**config.mk**
```make
export PLATFORM = sky130hd
export DESIGN_NAME = apbspi_xfer_sched
export DESIGN_NICKNAME = d
export VERILOG_FILES = /design/src/rtl/apbspi_sched_pkg.sv /design/src/rtl/apbspi_rr_arbiter.sv /design/src/rtl/apbspi_xfer_sched.sv
export SDC_FILE = /design/constraint.sdc
export NUM_CORES = 1
export LEC_CHECK = 0
export ABC_AREA = 1
export BUFFER_PORTS_ARGS = -buffer_cell sky130_fd_sc_hd__buf_2
export CAP_MARGIN = 0
export CORE_MARGIN = 1.5
export CORE_UTILIZATION = 50
export CTS_CLUSTER_SIZE = 20
export DETAILED_ROUTE_END_ITERATION = 12
export PLACE_DENSITY = 0.86
export SETUP_SLACK_MARGIN = 0.5
export SLEW_MARGIN = 20
export SYNTH_ARGS = -nofsm -noshare
export SYNTH_HDL_FRONTEND = slang
export SYNTH_HIERARCHICAL = 1
export SYNTH_SLANG_ARGS = --single-unit
```
**constraint.sdc**
```tcl
create_clock -name pclk -period 2.2 [get_ports pclk]
set_input_delay 0 -clock pclk [delete_from_list [all_inputs] [get_ports pclk]]
set_output_delay 0 -clock pclk [all_outputs]
set_load 0.01 [all_outputs]
```
**src/rtl/apbspi_sched_pkg.sv**
```systemverilog
// Shared types and default sizing for the APB-SPI transfer scheduler.
package apbspi_sched_pkg;

  localparam int DEF_N_REQ     = 4;
  localparam int DEF_LEN_WIDTH = 8;
  localparam int DEF_DLY_WIDTH = 8;

  typedef enum logic [2:0] {
    ST_IDLE,
    ST_SETUP,
    ST_XFER,
    ST_WAIT,
    ST_HOLD,
    ST_GAP
  } sched_state_e;

endpackage

```
**src/rtl/apbspi_rr_arbiter.sv**
```systemverilog
// Combinational round-robin arbiter: the first set request at or after ptr wins.
module apbspi_rr_arbiter
  import apbspi_sched_pkg::*;
#(
  parameter int N_REQ = DEF_N_REQ,
  localparam int PTR_W = (N_REQ > 1) ? $clog2(N_REQ) : 1
) (
  input  logic [N_REQ-1:0] req,
  input  logic [PTR_W-1:0] ptr,
  output logic [N_REQ-1:0] grant
);

  logic [N_REQ-1:0]   rot;
  logic [N_REQ-1:0]   rot_gnt;
  logic [2*N_REQ-1:0] unrot;
  logic               found;

  // Rotate so the search always starts at bit 0, then rotate the winner back.
  assign rot = N_REQ'({req, req} >> ptr);

  // NOTE: every signal written in a combinational block gets a default first,
  // otherwise paths that skip the assignment infer a latch.
  always_comb begin
    rot_gnt = '0;
    found   = 1'b0;
    for (int i = 0; i < N_REQ; i++) begin
      if (rot[i] && !found) begin
        rot_gnt[i] = 1'b1;
        found      = 1'b1;
      end
    end
  end

  assign unrot = {{N_REQ{1'b0}}, rot_gnt} << ptr;
  assign grant = unrot[N_REQ-1:0] | unrot[2*N_REQ-1:N_REQ];

endmodule

```
**src/rtl/apbspi_xfer_sched.sv**
```systemverilog
// Schedules multi-word SPI bursts from several requesters onto one SPI engine,
// sequencing chip-select setup, word transfers, hold and inter-burst gap.
module apbspi_xfer_sched
  import apbspi_sched_pkg::*;
#(
  parameter int N_REQ     = DEF_N_REQ,
  parameter int LEN_WIDTH = DEF_LEN_WIDTH,
  parameter int DLY_WIDTH = DEF_DLY_WIDTH
) (
  input  logic                       pclk,
  input  logic                       preset,
  input  logic [N_REQ-1:0]           req,
  input  logic [N_REQ*LEN_WIDTH-1:0] req_len,
  input  logic [DLY_WIDTH-1:0]       cs_setup,
  input  logic [DLY_WIDTH-1:0]       cs_hold,
  input  logic [DLY_WIDTH-1:0]       cs_gap,
  input  logic                       spi_enable,
  input  logic                       spi_busy,
  input  logic                       spi_trx_done,
  output logic                       spi_start,
  output logic [N_REQ-1:0]           cs_n,
  output logic [N_REQ-1:0]           grant,
  output logic                       word_done,
  output logic [N_REQ-1:0]           burst_done,
  output logic                       burst_abort
);

  localparam int PTR_W = (N_REQ > 1) ? $clog2(N_REQ) : 1;

  sched_state_e         state, state_nxt;
  logic [PTR_W-1:0]     ptr, ptr_nxt;
  logic [DLY_WIDTH-1:0] cnt, cnt_nxt;
  logic [LEN_WIDTH-1:0] remaining, remaining_nxt;
  logic [N_REQ-1:0]     eligible, win;
  logic [PTR_W-1:0]     win_idx;
  logic [LEN_WIDTH-1:0] win_len;
  logic                 start_grant, abort;

  logic                 spi_start_nxt, word_done_nxt, burst_abort_nxt;
  logic [N_REQ-1:0]     cs_n_nxt, grant_nxt, burst_done_nxt;

  // A delay of 0 still occupies its state for one cycle.
  function automatic logic dly_done(input logic [DLY_WIDTH-1:0] c,
                                    input logic [DLY_WIDTH-1:0] d);
    return (d == '0) || (c == d - 1'b1);
  endfunction

  always_comb begin
    eligible = '0;
    for (int i = 0; i < N_REQ; i++)
      eligible[i] = req[i] && (req_len[i*LEN_WIDTH +: LEN_WIDTH] != '0);
  end

  apbspi_rr_arbiter #(.N_REQ(N_REQ)) u_arb (
    .req   (eligible),
    .ptr   (ptr),
    .grant (win)
  );

  always_comb begin
    win_idx = '0;
    win_len = '0;
    for (int i = 0; i < N_REQ; i++) begin
      if (win[i]) begin
        win_idx = PTR_W'(i);
        win_len = req_len[i*LEN_WIDTH +: LEN_WIDTH];
      end
    end
  end

  assign start_grant = (state == ST_IDLE) && spi_enable && (|eligible);
  assign abort       = !spi_enable &&
                       (state inside {ST_SETUP, ST_XFER, ST_WAIT, ST_HOLD});

  // NOTE: sequential state uses non-blocking assignments so every register
  // samples pre-edge values regardless of process ordering.
  always_ff @(posedge pclk or posedge preset) begin
    if (preset) state <= ST_IDLE;
    else        state <= state_nxt;
  end

  always_comb begin
    state_nxt = state;
    if (abort) begin
      state_nxt = ST_IDLE;
    end else begin
      case (state)
        ST_IDLE:  if (start_grant) state_nxt = ST_SETUP;
        ST_SETUP: if (dly_done(cnt, cs_setup)) state_nxt = ST_XFER;
        ST_XFER:  if (!spi_busy) state_nxt = ST_WAIT;
        ST_WAIT:  if (spi_trx_done)
                    state_nxt = (remaining == LEN_WIDTH'(1)) ? ST_HOLD : ST_XFER;
        ST_HOLD:  if (dly_done(cnt, cs_hold)) state_nxt = ST_GAP;
        ST_GAP:   if (dly_done(cnt, cs_gap)) state_nxt = ST_IDLE;
        default:  state_nxt = ST_IDLE;
      endcase
    end
  end

  always_comb begin
    spi_start_nxt   = 1'b0;
    word_done_nxt   = 1'b0;
    burst_abort_nxt = 1'b0;
    burst_done_nxt  = '0;
    cs_n_nxt        = cs_n;
    grant_nxt       = grant;
    remaining_nxt   = remaining;
    ptr_nxt         = ptr;
    cnt_nxt         = (state_nxt != state) ? '0 : cnt + 1'b1;
    if (abort) begin
      cs_n_nxt        = '1;
      grant_nxt       = '0;
      burst_abort_nxt = 1'b1;
    end else begin
      case (state)
        ST_IDLE: if (start_grant) begin
          grant_nxt     = win;
          cs_n_nxt      = ~win;
          remaining_nxt = win_len;
          ptr_nxt       = (win_idx == PTR_W'(N_REQ - 1)) ? '0 : win_idx + 1'b1;
        end
        ST_XFER: spi_start_nxt = !spi_busy;
        ST_WAIT: if (spi_trx_done) begin
          word_done_nxt = 1'b1;
          remaining_nxt = remaining - 1'b1;
        end
        ST_HOLD: if (dly_done(cnt, cs_hold)) begin
          cs_n_nxt       = '1;
          grant_nxt      = '0;
          burst_done_nxt = grant;
        end
        default: ;
      endcase
    end
  end

  always_ff @(posedge pclk or posedge preset) begin
    if (preset) begin
      ptr         <= '0;
      cnt         <= '0;
      remaining   <= '0;
      spi_start   <= 1'b0;
      word_done   <= 1'b0;
      burst_abort <= 1'b0;
      burst_done  <= '0;
      cs_n        <= '1;
      grant       <= '0;
    end else begin
      ptr         <= ptr_nxt;
      cnt         <= cnt_nxt;
      remaining   <= remaining_nxt;
      spi_start   <= spi_start_nxt;
      word_done   <= word_done_nxt;
      burst_abort <= burst_abort_nxt;
      burst_done  <= burst_done_nxt;
      cs_n        <= cs_n_nxt;
      grant       <= grant_nxt;
    end
  end

endmodule

```
==> metrics.cfg, run 1 <==
[status]
status=finished with violations
violations=negative setup slack

[floorplan]
core.rowCount=30
start_util_pct=51.17
design.core.area_um2=6719
die-area_um2=7383
die_w_um=85.93
ios=80
die_y_um=85.93

[power]
power.leakage_uw=0.002527
ir_drop_mv=0.9172
power_density_nw_per_um2=1170

[sta]
slew_violations=0
period_needed_ps=2292
timing.fmax_mhz=436.3
slew_headroom_pct=70.19
finClkSkew_ps=5.563
worst_slack_ps=-92.16
setup_viol_count_final=6
rsz0062_at_grt=yes
fin_crit_sh_pct=104.2
worstMarginPinSlew_ps=447.2
hold_violations=0

[logic_synthesis]
netlist_instances=560
yosysWarnings=6
avgSynthCellArea_um2=6.140
synth_edf_count=0
async_flop_share_pct=100.0
ys_ff_latch=36
ys_seq_area_share_pct=26.35
syn-num-nets=633
synth_flop_cell=dfrtp_1
yosys.cell_types.count=43
synth_area_um2=3438

[clock_tree]
cts_tree=yes
clock_sinks=36
clock_latency_ps=300
clkTransAtPathRegs_ps=80
cts_buffer_depth=2
cts-buffers-inserted=5
cts_root_buf=clkbuf_8
htree_num_levels=2

[worst_setup_path]
end_kind=flip-flop
crit_fanout=8
crit_required_ps=2440
cp.arrival_ps=2540
start_kind=flip-flop
critPathMostFrequentCell=nand2_1
crit_chain=buf_6 > nand2_2 > nand2_1 > nand2_1 > nand2_1 > nand2_2 > o21ai_2 > nand3_1 > nand2_1 > inv_2 > nor2_4 > nand2_2 > nand3_2 > o21ai_2 > a221o_1 > nand2_1
slowest_stage=dfrtp_2
max_stage_delay_ps=430
critPathKind=reg -> reg

[global_routing]
grt_first_pass_wirelength_mm=16.85
grt_max_degree=37
antenna_found_initial=0
grt_pass1_vias=3913
track_usage_pct=28.31
grt_overflow=0

[drt]
wirelength_mm=11.27
drt_iter0_markers=350
firstDrtPassIters=5
num_vias=4310
drc=0
avgViaCountPerCell=5.649
wl_per_cell_um=14.77
ant_nets=0

[final_layout]
antennaDiodeCount=0
areaGrowthSynthToFinish_pct=37.48
final-instance-count-excl-fill=763
utilization_pct=70.35
drive_above_1_share_pct=35.72
final_nets=755

[placed_design]
dp_hpwl_mm=7.417
portBuffers=79
placedCellCount=723
place_congestion=0.9814

[run]
maxCapViolations=0

[worst_hold_path]
min_path_type=in -> reg

==> final timing paths <==
kind	from	endpoint	slack, ps	depth (start not counted)
min in group asynchronous	preset	burst_done[0]	340	4
worst max-delay path	ptr[0]	remaining[5]	-90	16
max in group asynchronous	preset	cs_n[3]	1520	4
worst min register to register	cs_n[2]	cs_n[2]	490	2
worst max register to register	ptr[0]	remaining[5]	-90	16
worst min-delay path	spi_trx_done	word_done	10	3
==> layer usage <==
metal | vias up | global-route usage (%) | wire length (µm)
met5 | - | 0 | 0
met1 | 1970 | 31.79 | 4132
li1 | 2028 | - | -
met4 | 0 | 14.52 | 463
met2 | 255 | 51.75 | 5802
met3 | 57 | 4.139 | 874
==> layout make-up <==
class                           instances  area, µm²
Timing Repair Buffer                  127      798.3
Inverter                               79      316.6
Tap cell                               80      100.1
Clock buffer                            5      68.82
Sequential cell                        36      915.9
Clock inverter                          3      42.54
Fill cell                             517       1992
Multi-Input combinational cell        433       2485
==> flip-flops by register name (all words and copies together) (netlist names) <==
signal,count
remaining,8
spi_start,1
ptr,2
cs_n,4
burst_done,4
state,3
cnt,8
grant,4
burst_abort,1
word_done,1
==> cells in the final DEF, fill, tap and decap left out, types with 11 or more instances in the layout <==
master   count
inv_1       63
buf_4       36
xor2_1      11
buf_2       79
nor2_2      12
o21ai_0     11
dfrtp_1     24
nand2_2     23
inv_2       12
nand3_1     47
a21oi_1     11
nor2_1      75
nand2_1    143
==> critical path, delay by kind of cell (launching register included) <==
kind	cells	cell delay (ps)
compound gates	3	540
simple gates	11	1050
buf+inv	2	220
flops	1	430
==> where the power goes <==
group | internal, µW | total (µW) | leakage [µW] | switching [µW]
logic | 1570 | 3850 | 0.00202 | 2280
registers | 892 | 1080 | 0.000448 | 186
clock network | 336 | 604 | 0.0000541 | 268
==> per-stage QoR <==
| step | setup TNS, ps | cell area [µm²] | worst slack, ps | hold WS [ps] | total power, µW |
|---|---|---|---|---|---|
| 5_1_grt | -1726 | 4727 | -302.0 | 20.20 | 5873 |
| 4_1_cts | 0 | 4483 | 69.53 | 1.080 | 4954 |
| 6_report | -347.3 | 4727 | -92.16 | 10.12 | 5529 |
| 3_5_place_dp | -622.1 | 4020 | -169.0 | 133.9 | 3810 |
| 2_1_floorplan | 0 | 3492 | 222.5 | 144.3 | 3090 |
| 3_3_place_gp | -47.32 | 4020 | -47.32 | 114.3 | 3722 |
==> logic make-up (layout without fill, tap and decap cells) <==
group | after synthesis | after routing | share of synthesized area, %
AO/OA/AOI/OAI | 65 | 65 | 12.23
XOR/XNOR | 18 | 18 | 4.585
AND/OR/NAND/NOR | 342 | 342 | 42.69
flip-flops | 36 | 36 | 26.35
buffers and inverters | 91 | 214 | 11.24
adder cells (fa/ha/maj) | 8 | 8 | 2.911
==> synthesized netlist by cell type (all sizes together), types with 4 or more instances <==
library cell  number  share of area, %
nand3             64                10
inv               77               8.4
o21a               6               1.3
clkbuf             5              0.65
nand4              5              0.91
dfrtp             32                23
buf                7               1.5
o211ai             4               1.0
nor3               7               1.0
xnor2              5               1.3
nand2            171                20
xor2              13               3.3
ha                 8               2.9
o31ai              4               1.3
dfstp              4               3.1
o21ai             28               4.3
nor2              91                10
a21oi             13               2.0
==> repair_timing <==
item,CTS,global route
hold buffers,2,0
resized for setup,52,47
setup buffers,20,10
pin swaps,32,23
hold endpoints to repair,33,0
setup endpoints to repair,27,27
No activity file was read; power rests on OpenSTA's default activity.
==> inputs of run 2 (changes only) <==
--- a/config.mk
+++ b/config.mk
@@ -10,12 +10,11 @@
 export CAP_MARGIN = 0
 export CORE_MARGIN = 1.5
-export CORE_UTILIZATION = 50
+export CORE_UTILIZATION = 59
 export CTS_CLUSTER_SIZE = 20
 export DETAILED_ROUTE_END_ITERATION = 12
-export PLACE_DENSITY = 0.86
+export PLACE_DENSITY = 0.95
 export SETUP_SLACK_MARGIN = 0.5
 export SLEW_MARGIN = 20
 export SYNTH_ARGS = -nofsm -noshare
 export SYNTH_HDL_FRONTEND = slang
-export SYNTH_HIERARCHICAL = 1
 export SYNTH_SLANG_ARGS = --single-unit
==> constraint.sdc (replaced) <==
create_clock -name pclk -period 2.9 [get_ports pclk]
set_input_delay 0.435 -clock pclk [delete_from_list [all_inputs] [get_ports pclk]]
set_output_delay 0.435 -clock pclk [all_outputs]
set_load 0.01 [all_outputs]
==> metrics.cfg, run 2 <==
[logic_synthesis]
synth.top_cell.area_share_pct=23.76  ; was 23.29%
synth_edf_count=0  ; unchanged
yosysWarnings=0  ; was 6
yosys.cell_types.count=40  ; was 43
netlist_instances=519  ; was 560
syn-num-nets=592  ; was 633
yosysMostFrequentCell=nand2_1  ; unchanged
ys_ff_latch=36  ; unchanged
async_flop_share_pct=100.0  ; unchanged
yosys-top-cells-count=109 x nand2_1, 73 x nand3_1, 62 x inv_1, 62 x nor2_1, 32 x dfrtp_1  ; was 159 x nand2_1, 87 x nor2_1, 72 x inv_1, 59 x nand3_1, 32 x dfrtp_1
ys_top_cells_by_area=dfrtp_1 24%, nand2_1 12%, nand3_1 11%, inv_1 6.9%, nor2_1 6.9%  ; was dfrtp_1 23%, nand2_1 17%, nor2_1 9.5%, nand3_1 8.6%, inv_1 7.9%
synth_area_leader_cell=dfrtp_1  ; unchanged
avgSynthCellArea_um2=6.495  ; was 6.140 µm²
ys_seq_area_share_pct=26.87  ; was 26.35%
synth_area_um2=3371  ; was 3438 µm²
synth_flop_cell=dfrtp_1  ; unchanged

[power]
power.leakage_uw=0.002157  ; was 0.002527 µW
ir_drop_mv=0.3648  ; was 0.9172 mV
power_density_nw_per_um2=760.5  ; was 1170 nW/µm²

[drt]
firstDrtPassIters=6  ; was 5
met3_wirelength_um=610  ; was 874 µm
ant_nets=0  ; unchanged
dr_wl_met2_mm=4.518  ; was 5.802 mm
wirelength_mm=8.884  ; was 11.27 mm
wl_per_cell_um=13.20  ; was 14.77 µm
top_layer_used=met4  ; unchanged
avgViaCountPerCell=5.418  ; was 5.649
num_vias=3646  ; was 4310
drc=0  ; unchanged
drt_iter0_markers=209  ; was 350
met1_length_mm=3.514  ; was 4.132 mm

[final_layout]
fillCellCount=407  ; was 517
drive_above_1_share_pct=25.46  ; was 35.72%
final_cell_mix=109 x nand2_1, 79 x buf_2, 73 x nand3_1  ; was 143 x nand2_1, 79 x buf_2, 75 x nor2_1
antennaDiodeCount=0  ; unchanged
areaGrowthSynthToFinish_pct=16.78  ; was 37.48%
final_nets=673  ; was 755
largestRegisters=cnt (8), remaining (8)  ; unchanged
mostFrequentLayoutCell=nand2_1  ; unchanged

[floorplan]
die_y_um=78.59  ; was 85.93 µm
ios=80  ; unchanged
design.core.area_um2=5507  ; was 6719 µm²
die_w_um=78.59  ; was 85.93 µm
core.rowCount=27  ; was 30
die-area_um2=6176  ; was 7383 µm²
start_util_pct=61.21  ; was 51.17%

[worst_setup_path]
end_kind=flip-flop  ; unchanged
crit_required_ps=3080  ; was 2440 ps
rr_worst_depth=14  ; was 16
start_kind=flip-flop  ; unchanged
critPathKind=reg -> reg  ; unchanged
crit_fanout=10  ; was 8
cp.arrival_ps=2400  ; was 2540 ps

[placed_design]
place_congestion=0.9422  ; was 0.9814
preCtsSetupSlack_ps=556.1  ; was -169.0 ps
portBuffers=79  ; unchanged
dp_hpwl_mm=7.109  ; was 7.417 mm

[global_routing]
antenna_found_initial=0  ; unchanged
grt_overflow=0  ; unchanged
grt_first_pass_wirelength_mm=14.88  ; was 16.85 mm
track_usage_pct=30.33  ; was 28.31%
grt_max_degree=37  ; unchanged
grt_pass1_vias=3461  ; was 3913

[clock_tree]
hold_buffers=0  ; was 2
clkTransAtPathRegs_ps=80  ; about the same
cts_buffer_depth=2  ; unchanged
clock_sinks=36  ; unchanged
cts_tree=yes  ; unchanged
clock_latency_ps=290  ; was 300 ps
cts_root_buf=clkbuf_8  ; unchanged
cts-buffers-inserted=5  ; unchanged
htree_num_levels=2  ; unchanged

[sta]
setup_viol_count_final=0  ; was 6
rsz0062_at_grt=no  ; was yes
timing.hold.ws_ps=231.1  ; was 10.12 ps
period_needed_ps=2223  ; was 2292 ps
slew_headroom_pct=70.26  ; was 70.19%
finClkSkew_ps=8.147  ; was 5.563 ps
worst_slack_ps=677.4  ; was -92.16 ps
fin_crit_sh_pct=76.64  ; was 104.2%
slew_violations=0  ; unchanged
hold_violations=0  ; unchanged
final.setup.tns_ps=0  ; was -347.3 ps
worstMarginPinSlew_ps=446.2  ; was 447.2 ps
timing.fmax_mhz=449.9  ; was 436.3 MHz

[run]
maxCapViolations=0  ; unchanged

[status]
status=complete, no violations  ; was finished with violations

[worst_hold_path]
min_path_type=in -> async  ; was in -> reg

==> run 2: changes by cell type in the layout (fill, tap and decap cells not counted), sizes merged, moves of 9 or more <==
cell	previous run	this run
nand3	64	76
nand2	171	118
nor2	91	79
buf	125	81
xor2	13	22
==> run 2: power breakdown <==
part	internal (µW)	total, µW	switching [µW]
Combinational	601	1780	1180
Clock	192	379	187
Sequential	661	833	171
Total	1450	2990	1540
==> run 2: timing repair <==
| action | CTS | global route |
|---|---|---|
| hold endpoints to repair | 0 | 0 |
| setup buffers | 0 | 0 |
| resized for setup | 0 | 1 |
| endpoints found under the setup margin | 0 | 4 |
==> run 2: path summary, 6_finish.rpt <==
path	slack, ps	startpoint	to
worst max-delay path	680	ptr[0]	remaining[2]
worst min-delay path	230	preset	burst_abort
worst max register to register	680	ptr[0]	remaining[2]
worst min register to register	520	remaining[1]	remaining[1]
max in group asynchronous	2330	preset	cs_n[2]
min in group pclk	390	spi_enable	burst_abort
==> run 2: kinds of logic after synthesis <==
kind of cell    synth area share [%]
xor+xnor                       9.539
compound gates                 8.760
fa+ha+maj                      2.970
simple gates                   41.20
buf+inv                        10.65
flops                          26.87
==> run 2: worst max-delay path, cell delays in order, from the launching register on <==
cell and delay, ps:
dfrtp_1 490, inv_2 190, nand3_1 120, nand2_1 110
nand2_1 70, nand2_1 140, nor2_2 60, nand3_2 90
nand3_1 270, nand3_1 180, nand2_1 70, nor2_1 90
nand3_1 110, nand2_1 80, nand2_1 40
==> run 2: per-stage QoR <==
| step | total power, µW | util, % | area [µm²] | cells |
|---|---|---|---|---|
| 2_1_floorplan | 2131 | - | 3371 | 519 |
| 3_3_place_gp | 2485 | 69.62 | 3834 | 665 |
| 3_5_place_dp | 2568 | 69.62 | 3834 | 665 |
| 4_1_cts | 2959 | 71.39 | 3931 | 673 |
| 5_1_grt | 3248 | 71.48 | 3936 | 673 |
| 6_report | 2993 | 71.48 | 3936 | 673 |
==> run 2: per-layer routing <==
metal / up-vias / GRT usage [%]
li1: 1801 / -
met1: 1643 / 34.41
met2: 174 / 54.91
met3: 28 / 5.698
met4: 0 / 13.21
met5: - / 0
==> run 2: layout make-up <==
type                       count  area [µm²]  area share [%]
multi-input combinational    391        2111           53.62
sequential                    36       905.9           23.01
timing repair buffer          81       410.4           10.43
inverter                      85       321.6           8.169
tap                           72       90.09           2.289
clock buffer                   6       82.58           2.098
clock inverter                 2       15.01          0.3814
==> inputs of run 3 (changes only) <==
- CORE_UTILIZATION: 59 -> 55
- PLACE_DENSITY: 0.95 -> 0.9
- clock period: 2.9 -> 2.2 ns (I/O delays scaled with it)
==> metrics.cfg, run 3 (synthesis results as in run 2) <==
[floorplan]
start_util_pct=56.93  ; was 61.21%
die_y_um=81.29  ; was 78.59 µm
core.rowCount=28  ; was 27
die-area_um2=6607  ; was 6176 µm²
design.core.area_um2=5921  ; was 5507 µm²
die_w_um=81.29  ; was 78.59 µm
ios=80  ; unchanged

[worst_setup_path]
critPathKind=reg -> reg  ; unchanged
cp.arrival_ps=2670  ; was 2400 ps
end_kind=flip-flop  ; unchanged
r2r-end=cnt[0]  ; was remaining[2]
rr_worst_depth=13  ; was 14
timing.rr.start=remaining[3]  ; was ptr[0]
crit_fanout=8  ; was 10
start_kind=flip-flop  ; unchanged
crit_required_ps=2440  ; was 3080 ps
ff2ff_setup_slack_ps=-230  ; was 680 ps

[power]
ir_drop_mv=1.071  ; was 0.3648 mV
internal-power_uw=3051  ; was 1455 µW
sw_frac_of_total_pct=53.55  ; was 51.41%
power.leakage_uw=0.002590  ; was 0.002157 µW
p_sw_uw=3517  ; was 1539 µW
power_density_nw_per_um2=1280  ; was 760.5 nW/µm²
combPwrFrac_pct=69.7  ; was 59.5%
clock_power_share_pct=13.0  ; was 12.7%
sequentialPowerShare_pct=17.3  ; was 27.8%

[final_layout]
fillCellCount=279  ; was 407
final_nets=712  ; was 673
largestRegisters=cnt (8), remaining (8)  ; unchanged
mostFrequentLayoutCell=nand2_1  ; unchanged
final_cell_mix=80 x nand2_1, 77 x buf_2, 60 x inv_1  ; was 109 x nand2_1, 79 x buf_2, 73 x nand3_1
drive_above_1_share_pct=46.25  ; was 25.46%
final-instance-count-excl-fill=715  ; was 673
areaGrowthSynthToFinish_pct=52.19  ; was 16.78%
stdcell_area_um2=5130  ; was 3936 µm²
antennaDiodeCount=0  ; unchanged

[clock_tree]
clock_latency_ps=310  ; was 290 ps
cts_buffer_depth=2  ; unchanged
cts_root_buf=clkbuf_8  ; unchanged
clkTransAtPathRegs_ps=90  ; was 80 ps
htree_num_levels=2  ; unchanged
clock_sinks=36  ; unchanged
cts_tree=yes  ; unchanged
hold_buffers=0  ; unchanged
cts-buffers-inserted=5  ; unchanged

[drt]
wl_per_cell_um=22.74  ; was 13.20 µm
avgViaCountPerCell=6.740  ; was 5.418
firstDrtPassIters=11  ; was 6
drc=0  ; unchanged
ant_nets=0  ; unchanged
wirelength_mm=16.26  ; was 8.884 mm
num_vias=4819  ; was 3646
drt_iter0_markers=756  ; was 209

[worst_hold_path]
min_path_type=in -> async  ; unchanged

[placed_design]
placedCellCount=671  ; was 665
portBuffers=79  ; unchanged
preCtsSetupSlack_ps=-64.41  ; was 556.1 ps
dp_hpwl_mm=7.180  ; was 7.109 mm
place_area_um2=3971  ; was 3834 µm²
place_congestion=0.9481  ; was 0.9422

[sta]
slew_violations=0  ; unchanged
timing.fmax_mhz=411.4  ; was 449.9 MHz
period_needed_ps=2431  ; was 2223 ps
final.setup.tns_ps=-1622  ; was 0 ps
worstMarginPinSlew_ps=499.5  ; was 446.2 ps
finClkSkew_ps=17.02  ; was 8.147 ps
setup_viol_count_final=9  ; was 0
slew_headroom_pct=66.70  ; was 70.26%
rsz0062_at_grt=yes  ; was no
worst_slack_ps=-230.9  ; was 677.4 ps
fin_crit_sh_pct=110.5  ; was 76.64%
hold_violations=0  ; unchanged
timing.hold.ws_ps=117.6  ; was 231.1 ps

[global_routing]
track_usage_pct=36.58  ; was 30.33%
grt_first_pass_wirelength_mm=18.31  ; was 14.88 mm
grt_pass1_vias=3927  ; was 3461
antenna_found_initial=0  ; unchanged
grt_overflow=0  ; unchanged
grt_max_degree=37  ; unchanged

[run]
maxCapViolations=0  ; unchanged

[status]
violations=negative setup slack
status=finished with violations  ; was complete, no violations

==> run 3: changes by cell type in the layout (fill, tap and decap cells not counted), sizes merged <==
| cell | previous run | this run |
|---|---|---|
| clkinvlp | 2 | 0 |
| buf | 81 | 117 |
| inv | 84 | 83 |
| clkinv | 1 | 2 |
| nand3 | 76 | 79 |
| bufinv | 0 | 3 |
| clkbuf | 6 | 5 |
==> run 3: area by class of cell <==
cell class,instances,area (µm²),share of cell area [%]
Inverter,85,376.6,7.341
Sequential cell,36,912.1,17.78
Clock buffer,5,68.82,1.341
Clock inverter,3,90.09,1.756
Tap cell,75,93.84,1.829
Timing Repair Buffer,117,773.2,15.07
Multi-Input combinational cell,394,2815,54.88
==> run 3: per-stage QoR <==
| step | utilization (%) | power, µW |
|---|---|---|
| floorplan | - | 2871 |
| global placement | 67.08 | 3380 |
| detailed placement | 67.08 | 3486 |
| CTS | 77.11 | 5047 |
| global route | 86.64 | 6758 |
| finish | 86.64 | 6568 |
==> run 3: how the worst max path moves through the flow <==
| stage | end | startpoint | slack [ps] | depth (start not counted) |
|---|---|---|---|---|
| after floorplan | cnt[0] | cs_gap[1] | 350 | 14 |
| after global placement | cnt[0] | cs_gap[0] | 40 | 15 |
| after detailed placement | cnt[0] | cs_gap[0] | -60 | 15 |
| after CTS | cnt[0] | remaining[3] | 120 | 13 |
| after global routing | cnt[0] | remaining[3] | -210 | 13 |
| final | cnt[0] | remaining[3] | -230 | 13 |
==> run 3: power groups by stage <==
| stage | sequential, µW | combinational, µW | clock (µW) |
|---|---|---|---|
| after floorplan | 1050 | 1830 | 0 |
| final | 1140 | 4580 | 854 |
| after global placement | 1080 | 2300 | 0 |
| after global routing | 1140 | 4740 | 882 |
| after CTS | 1070 | 3160 | 816 |
| after detailed placement | 1080 | 2400 | 0 |
==> run 3: worst max-delay path, stage by stage, from the launching register on <==
cell and delay [ps]:
dfrtp_1 400, nor2_1 150, inv_1 80, or2_1 250, nor2_2 150, nand3_2 120, o31ai_2 280, inv_1 100
nand2_1 100, nand2_2 80, xor2_1 190, nor2_2 170, nand2_4 130, nor2_2 150
==> run 3: what timing repair did <==
action                                  CTS  global route
gates resized for setup                  69           108
buffers inserted                         17            16
pin swaps                                32            53
endpoints found under the setup margin   28            32
gates cloned                              3             0
==> run 3: routing by layer <==
layer / GRT usage, % / up-vias / wire length [µm]
met2: 63.06 / 548 / 7235
met1: 42.23 / 2139 / 5126
met4: 21.38 / 0 / 1868
met3: 6.292 / 226 / 2029
li1: - / 1906 / -
met5: 0 / - / 0
